## config.mk

```make
export PLATFORM = sky130hd
export DESIGN_NAME = dmem_arbiter
export DESIGN_NICKNAME = d
export VERILOG_FILES = /design/src/rtl/dmem_arbiter.sv
export SDC_FILE = /design/constraint.sdc
export NUM_CORES = 1
export LEC_CHECK = 0
export CAP_MARGIN = 30
export CORE_MARGIN = 3
export CORE_UTILIZATION = 24
export CTS_BUF_LIST = sky130_fd_sc_hd__clkbuf_4
export DETAILED_ROUTE_END_ITERATION = 10
export PLACE_DENSITY_LB_ADDON = 0.08
export SETUP_SLACK_MARGIN = 0.05
export SYNTH_ARGS = -nofsm -noshare
export SYNTH_HDL_FRONTEND = slang
export SYNTH_SLANG_ARGS = --single-unit
```

## constraint.sdc

```tcl
create_clock -name clk -period 1.5 [get_ports clk]
set_input_delay 0.3 -clock clk [delete_from_list [all_inputs] [get_ports clk]]
set_output_delay 0.3 -clock clk [all_outputs]
set_load 0.005 [all_outputs]
```

## src/rtl/dmem_arbiter.sv

```systemverilog
// Single data-memory port shared by the core load/store path and a debug host.
// The core normally wins; a starvation counter forces debug through after STARVE_MAX lost cycles.
module dmem_arbiter #(
    parameter int ADDR_W     = 3,
    parameter int DATA_W     = 16,
    parameter int STARVE_MAX = 4
) (
    input  logic              clk,
    input  logic              rst,
    input  logic              cpu_req,
    input  logic              cpu_we,
    input  logic [ADDR_W-1:0] cpu_addr,
    input  logic [DATA_W-1:0] cpu_wdata,
    output logic [DATA_W-1:0] cpu_rdata,
    output logic              cpu_stall,
    input  logic              dbg_req,
    input  logic              dbg_we,
    input  logic [ADDR_W-1:0] dbg_addr,
    input  logic [DATA_W-1:0] dbg_wdata,
    output logic              dbg_gnt,
    output logic [DATA_W-1:0] dbg_rdata,
    output logic              dbg_rvalid,
    output logic              mem_en,
    output logic              mem_we,
    output logic [ADDR_W-1:0] mem_addr,
    output logic [DATA_W-1:0] mem_wdata,
    input  logic [DATA_W-1:0] mem_rdata
);

    localparam int CNT_W = (STARVE_MAX < 1) ? 1 : $clog2(STARVE_MAX + 1);
    localparam logic [CNT_W-1:0] STARVE_LIM = CNT_W'(STARVE_MAX);

    typedef enum logic [1:0] {
        IDLE   = 2'd0,
        CPU_RD = 2'd1,
        DBG_RD = 2'd2
    } state_t;

    state_t           state_q, state_d;
    logic [CNT_W-1:0] starve_cnt_q, starve_cnt_d;
    logic             force_dbg;

    always_ff @(posedge clk) begin
        if (rst) begin
            state_q      <= IDLE;
            starve_cnt_q <= '0;
        end else begin
            state_q      <= state_d;
            starve_cnt_q <= starve_cnt_d;
        end
    end

    always_comb begin
        state_d    = state_q;
        mem_en     = 1'b0;
        mem_we     = 1'b0;
        mem_addr   = '0;
        mem_wdata  = '0;
        cpu_stall  = cpu_req;
        dbg_gnt    = 1'b0;
        dbg_rvalid = 1'b0;
        cpu_rdata  = mem_rdata;
        dbg_rdata  = mem_rdata;
        force_dbg  = dbg_req && (starve_cnt_q == STARVE_LIM);

        // Reset gates every issue so nothing reaches memory before state is known.
        if (!rst) begin
            unique case (state_q)
                IDLE: begin
                    if (cpu_req && !force_dbg) begin
                        mem_en    = 1'b1;
                        mem_we    = cpu_we;
                        mem_addr  = cpu_addr;
                        mem_wdata = cpu_wdata;
                        cpu_stall = !cpu_we;
                        if (!cpu_we) state_d = CPU_RD;
                    end else if (dbg_req) begin
                        dbg_gnt   = 1'b1;
                        mem_en    = 1'b1;
                        mem_we    = dbg_we;
                        mem_addr  = dbg_addr;
                        mem_wdata = dbg_wdata;
                        if (!dbg_we) state_d = DBG_RD;
                    end
                end
                // The core's held request here is the completing load, not a new one.
                CPU_RD: begin
                    cpu_stall = 1'b0;
                    state_d   = IDLE;
                end
                DBG_RD: begin
                    dbg_rvalid = 1'b1;
                    state_d    = IDLE;
                end
                default: state_d = IDLE;
            endcase
        end

        if (dbg_req && !dbg_gnt)
            starve_cnt_d = (starve_cnt_q == STARVE_LIM) ? STARVE_LIM : starve_cnt_q + 1'b1;
        else
            starve_cnt_d = '0;
    end

endmodule

```

==> Flow_metrics.wiki <==
{| class="wikitable"
! Metric !! Value
|-
| Maximum clock frequency || 543.8 MHz
|-
| Largest stage delay on the critical path || 0.32 ns
|-
| Die width || 67.78 um
|-
| Count of standard-cell rows || 21
|-
| Synthesis-stage register bit count || 5
|-
| RSZ-0062 raised after global routing || true
|-
| Yosys synthesis warning count || 0
|-
| Clock tree root buffer cell || sky130_fd_sc_hd__clkbuf_4
|-
| Relative contribution of the clock network to total power || 24.3%
|-
| Post-cts hold buffer count || 0
|-
| Tot Pwr || 0.7118 mW
|-
| Run status || finished, violations left
|-
| Capture endpoint of the worst hold path || starve_cnt_q[0]$_SDFF_PP0_
|-
| Endpoint kind of the worst setup timing path || primary output
|-
| Number of cells traversed by the worst register-to-register path || 6
|-
| Largest fanout on the critical path || 6
|-
| Vias/cell || 4.992
|-
| Signed area change from the synthesized netlist to the final layout || 86.20%
|-
| Initial antenna violation count || 0
|-
| Final-stage net count || 267
|-
| Sort of element at the start of the critical path || flip-flop
|-
| Number of top-level pins || 116
|-
| Multi-input logic area || 595.6 sq um
|-
| Pin count of the biggest net entering global routing || 14
|-
| Highest-delay cell along the critical path || sky130_fd_sc_hd__dfxtp_2
|-
| First-pass GRT wire length || 5630 um
|-
| Share of post-route cells with drive strength above 1 || 46.57%
|-
| Number of sinks handled by clock tree synthesis || 5
|-
| Cell variety after synth || 23
|-
| Power spent charging and discharging nets || 0.2158 mW
|-
| Antenna Violating Nets Remaining || 0
|-
| Min cycle time layout || 1.839 ns
|-
| Violations in the final reports || negative setup slack
|-
| Worst reg2reg endpoint || state_q[1]$_SDFFE_PP0P_
|-
| Comb pwr share || 55.7%
|-
| Overall die height || 67.78 um
|-
| Final count of hold timing violations || 0
|-
| Sequential standard cell area || 105.1 sq um
|-
| Worst-path cell chain || inv_2 -> ha_4 -> nand3_4 -> and2_4 -> buf_6 -> buf_6 -> o21ai_2 -> buf_2
|-
| Number of inserted diodes || 0
|-
| Final setup violation count || 23
|-
| Period utilisation layout || 122.6%
|-
| Post-synth design cell area || 915.9 sq um
|-
| Internal || 0.4960 mW
|-
| Global route total overflow || 0
|-
| Per-cell routed wire length || 14.74 um
|-
| Max transition margin || 82.81%
|-
| Launch point of the worst hold path || starve_cnt_q[0]$_SDFF_PP0_
|-
| Worst ir drop on vdd || 0.0003823 V
|-
| Final worst clock skew || 0.001937 ns
|-
| Power density of the placed cells || 417.4 nW/um^2
|-
| Drt drc || 0
|-
| Max_cap viols || 0
|-
| Relative contribution of sequential cells to total power || 20.0%
|-
| Hold depth || 2
|-
| Crit path DAT || 1.54 ns
|-
| Starting density of the core || 26.21%
|-
| Clock latency reported for the late side of the worst-skew pair || 0.24 ns
|-
| Clock input transition at the sequential cells of the worst setup and hold paths || 0.04 ns
|-
| Number of DRC violations after detailed-routing iteration 0 || 43
|-
| CTS tree || yes
|-
| Cell repeated most along the worst path || sky130_fd_sc_hd__buf_6
|-
| Start-to-end type of the worst setup path || reg -> out
|-
| Min-Delay Path Class || reg -> reg
|-
| Total of buffers placed on input and output ports || 67
|-
| H-tree depth || 1
|-
| Leakage dissipation || 0.7320 nW
|-
| Number of iterations in the first detailed-routing pass || 4
|-
| Maximum clock path buffer count || 2
|-
| Accumulated negative setup slack || -4.804 ns
|-
| Number of filler cells placed in the layout || 375
|-
| Half-perimeter wire length after placement || 2519 um
|-
| Minimum setup slack in the final design || -0.3389 ns
|-
| Combined buffer and inverter count along the critical path || 4
|-
| Slack of the worst reg-to-reg path || 0.20 ns
|-
| Post-detailed-routing wire length || 3686 um
|-
| Total number of vias || 1248
|-
| Final count of pins violating max slew || 0
|-
| Top cell family by delay on the critical path || buffers and inverters
|-
| Total die area || 4593 sq um
|-
| TritonCTS Buffers || 3
|-
| Mean Syn Cell Area || 6.637 sq um
|-
| GRT Resource Usage Total || 15.67%
|-
| Required @ worst endpoint || 1.20 ns
|-
| Part of the Yosys area used for sequential elements || 10.93%
|-
| Post-Synthesis Cells || 138
|-
| RD Place Congestion || 0.7276
|-
| Core Area || 3495 sq um
|-
| Slew of the pin with the lowest slew margin || 0.2578 ns
|-
| Reg2reg start || state_q[1]$_SDFFE_PP0P_
|-
| Switch share || 30.31%
|-
| Net Count, Synth || 200
|-
| Via count of the first global-routing pass || 1265
|}
[what timing repair did]
item,in CTS,in global routing
resized for setup,134,11
pin swaps,26,13
gates cloned,5,0
setup endpoints to repair,26,26
setup buffers,16,2
[registers in the layout, indices dropped and copies added, names as in the netlist]
| signal | count |
|---|---|
| state_q | 2 |
| starve_cnt_q | 3 |
[final cells by class]
cell class / instances / share of cell area, %
repair buffers: 105 / 53.12
inverters: 3 / 0.6603
well taps: 46 / 3.375
flip-flops and latches: 5 / 6.163
multi-input cells: 87 / 34.92
clock buffers: 4 / 1.761
[metal layers]
metal	up-vias	share of wire (%)	track usage, %
met3	16	8.9	1.997
met4	0	1.3	6.452
met2	52	50	30.26
li1	602	-	-
met1	578	39	16.83
met5	-	0	0
[power by group through the flow]
stage / logic [mW] / registers [mW] / clock network (mW)
3_5_place_dp: 0.359 / 0.143 / 0
5_1_grt: 0.432 / 0.143 / 0.192
2_1_floorplan: 0.188 / 0.144 / 0
3_3_place_gp: 0.355 / 0.143 / 0
4_1_cts: 0.387 / 0.142 / 0.184
6_report: 0.396 / 0.142 / 0.173
[worst max path at each step]
stage / start / depth (start not counted) / endpoint
6_report: starve_cnt_q[0]$_SDFF_PP0_ / 8 / mem_wdata[14]
4_1_cts: starve_cnt_q[1]$_SDFF_PP0_ / 8 / mem_wdata[14]
5_1_grt: starve_cnt_q[0]$_SDFF_PP0_ / 8 / mem_wdata[14]
3_5_place_dp: rst / 6 / mem_wdata[7]
3_3_place_gp: rst / 6 / mem_wdata[7]
2_1_floorplan: starve_cnt_q[0]$_SDFF_PP0_ / 6 / mem_addr[0]
[worst register-to-register path: stages, from the launching register on]
cell and delay, ns:
sky130_fd_sc_hd__dfxtp_2 0.33, sky130_fd_sc_hd__nor3_4 0.18, sky130_fd_sc_hd__buf_4 0.16, sky130_fd_sc_hd__buf_6 0.13, sky130_fd_sc_hd__nand2_1 0.07, sky130_fd_sc_hd__buf_4 0.13
sky130_fd_sc_hd__a211oi_1 0.20
[synth_stat cells, drive strengths merged]
cell type  count  area (sq um)
o21ai         21         105.1
a211oi         2         15.01
o211ai         1         12.51
clkbuf         4         15.01
or3            1         6.260
buf           41         295.3
nand4         20         125.1
nor3b          1         7.510
nand3         21         110.1
and2           1         8.760
dfxtp          5         100.1
nor3           2         21.27
nor2           6         22.52
nor2b          1         6.260
a21oi          1         5.000
o31a           1         8.760
inv            3         11.26
nand2          4         15.01
ha             2         25.02
[metrics by stage]
stage	setup WS [ns]	utilization, %	cell area (sq um)	hold WS (ns)	instances
after floorplan	0.03036	-	915.9	0.3728	138
after global placement	-0.7254	43.04	1504	0.4981	227
after global routing	-0.4064	48.80	1705	0.5348	250
after CTS	-0.3673	49.19	1719	0.5031	252
after detailed placement	-0.7563	43.04	1504	0.5053	227
final	-0.3389	48.80	1705	0.5024	250
[kinds of logic after synthesis]
kind of cell | after synthesis | share of synthesized area [%]
AOI/OAI and AO/OA | 26 | 15.98
adders and majority gates | 2 | 2.732
buffers and inverters | 48 | 35.11
DFF | 5 | 10.93
and+or+nand+nor | 57 | 35.25
[cell usage in the layout (no fill, tap or decap), drive strengths merged, types with 3 or more instances in the layout]
cell type / netlist / routed
inv: 3 / 3
clkdlybuf4s50: 0 / 40
o21ai: 21 / 21
nand4: 20 / 20
and2: 1 / 3
nor2: 6 / 6
nand2: 4 / 4
buf: 41 / 61
clkbuf: 4 / 5
dfxtp: 5 / 5
nand3: 21 / 21
Power figures use the tool's default switching activity.
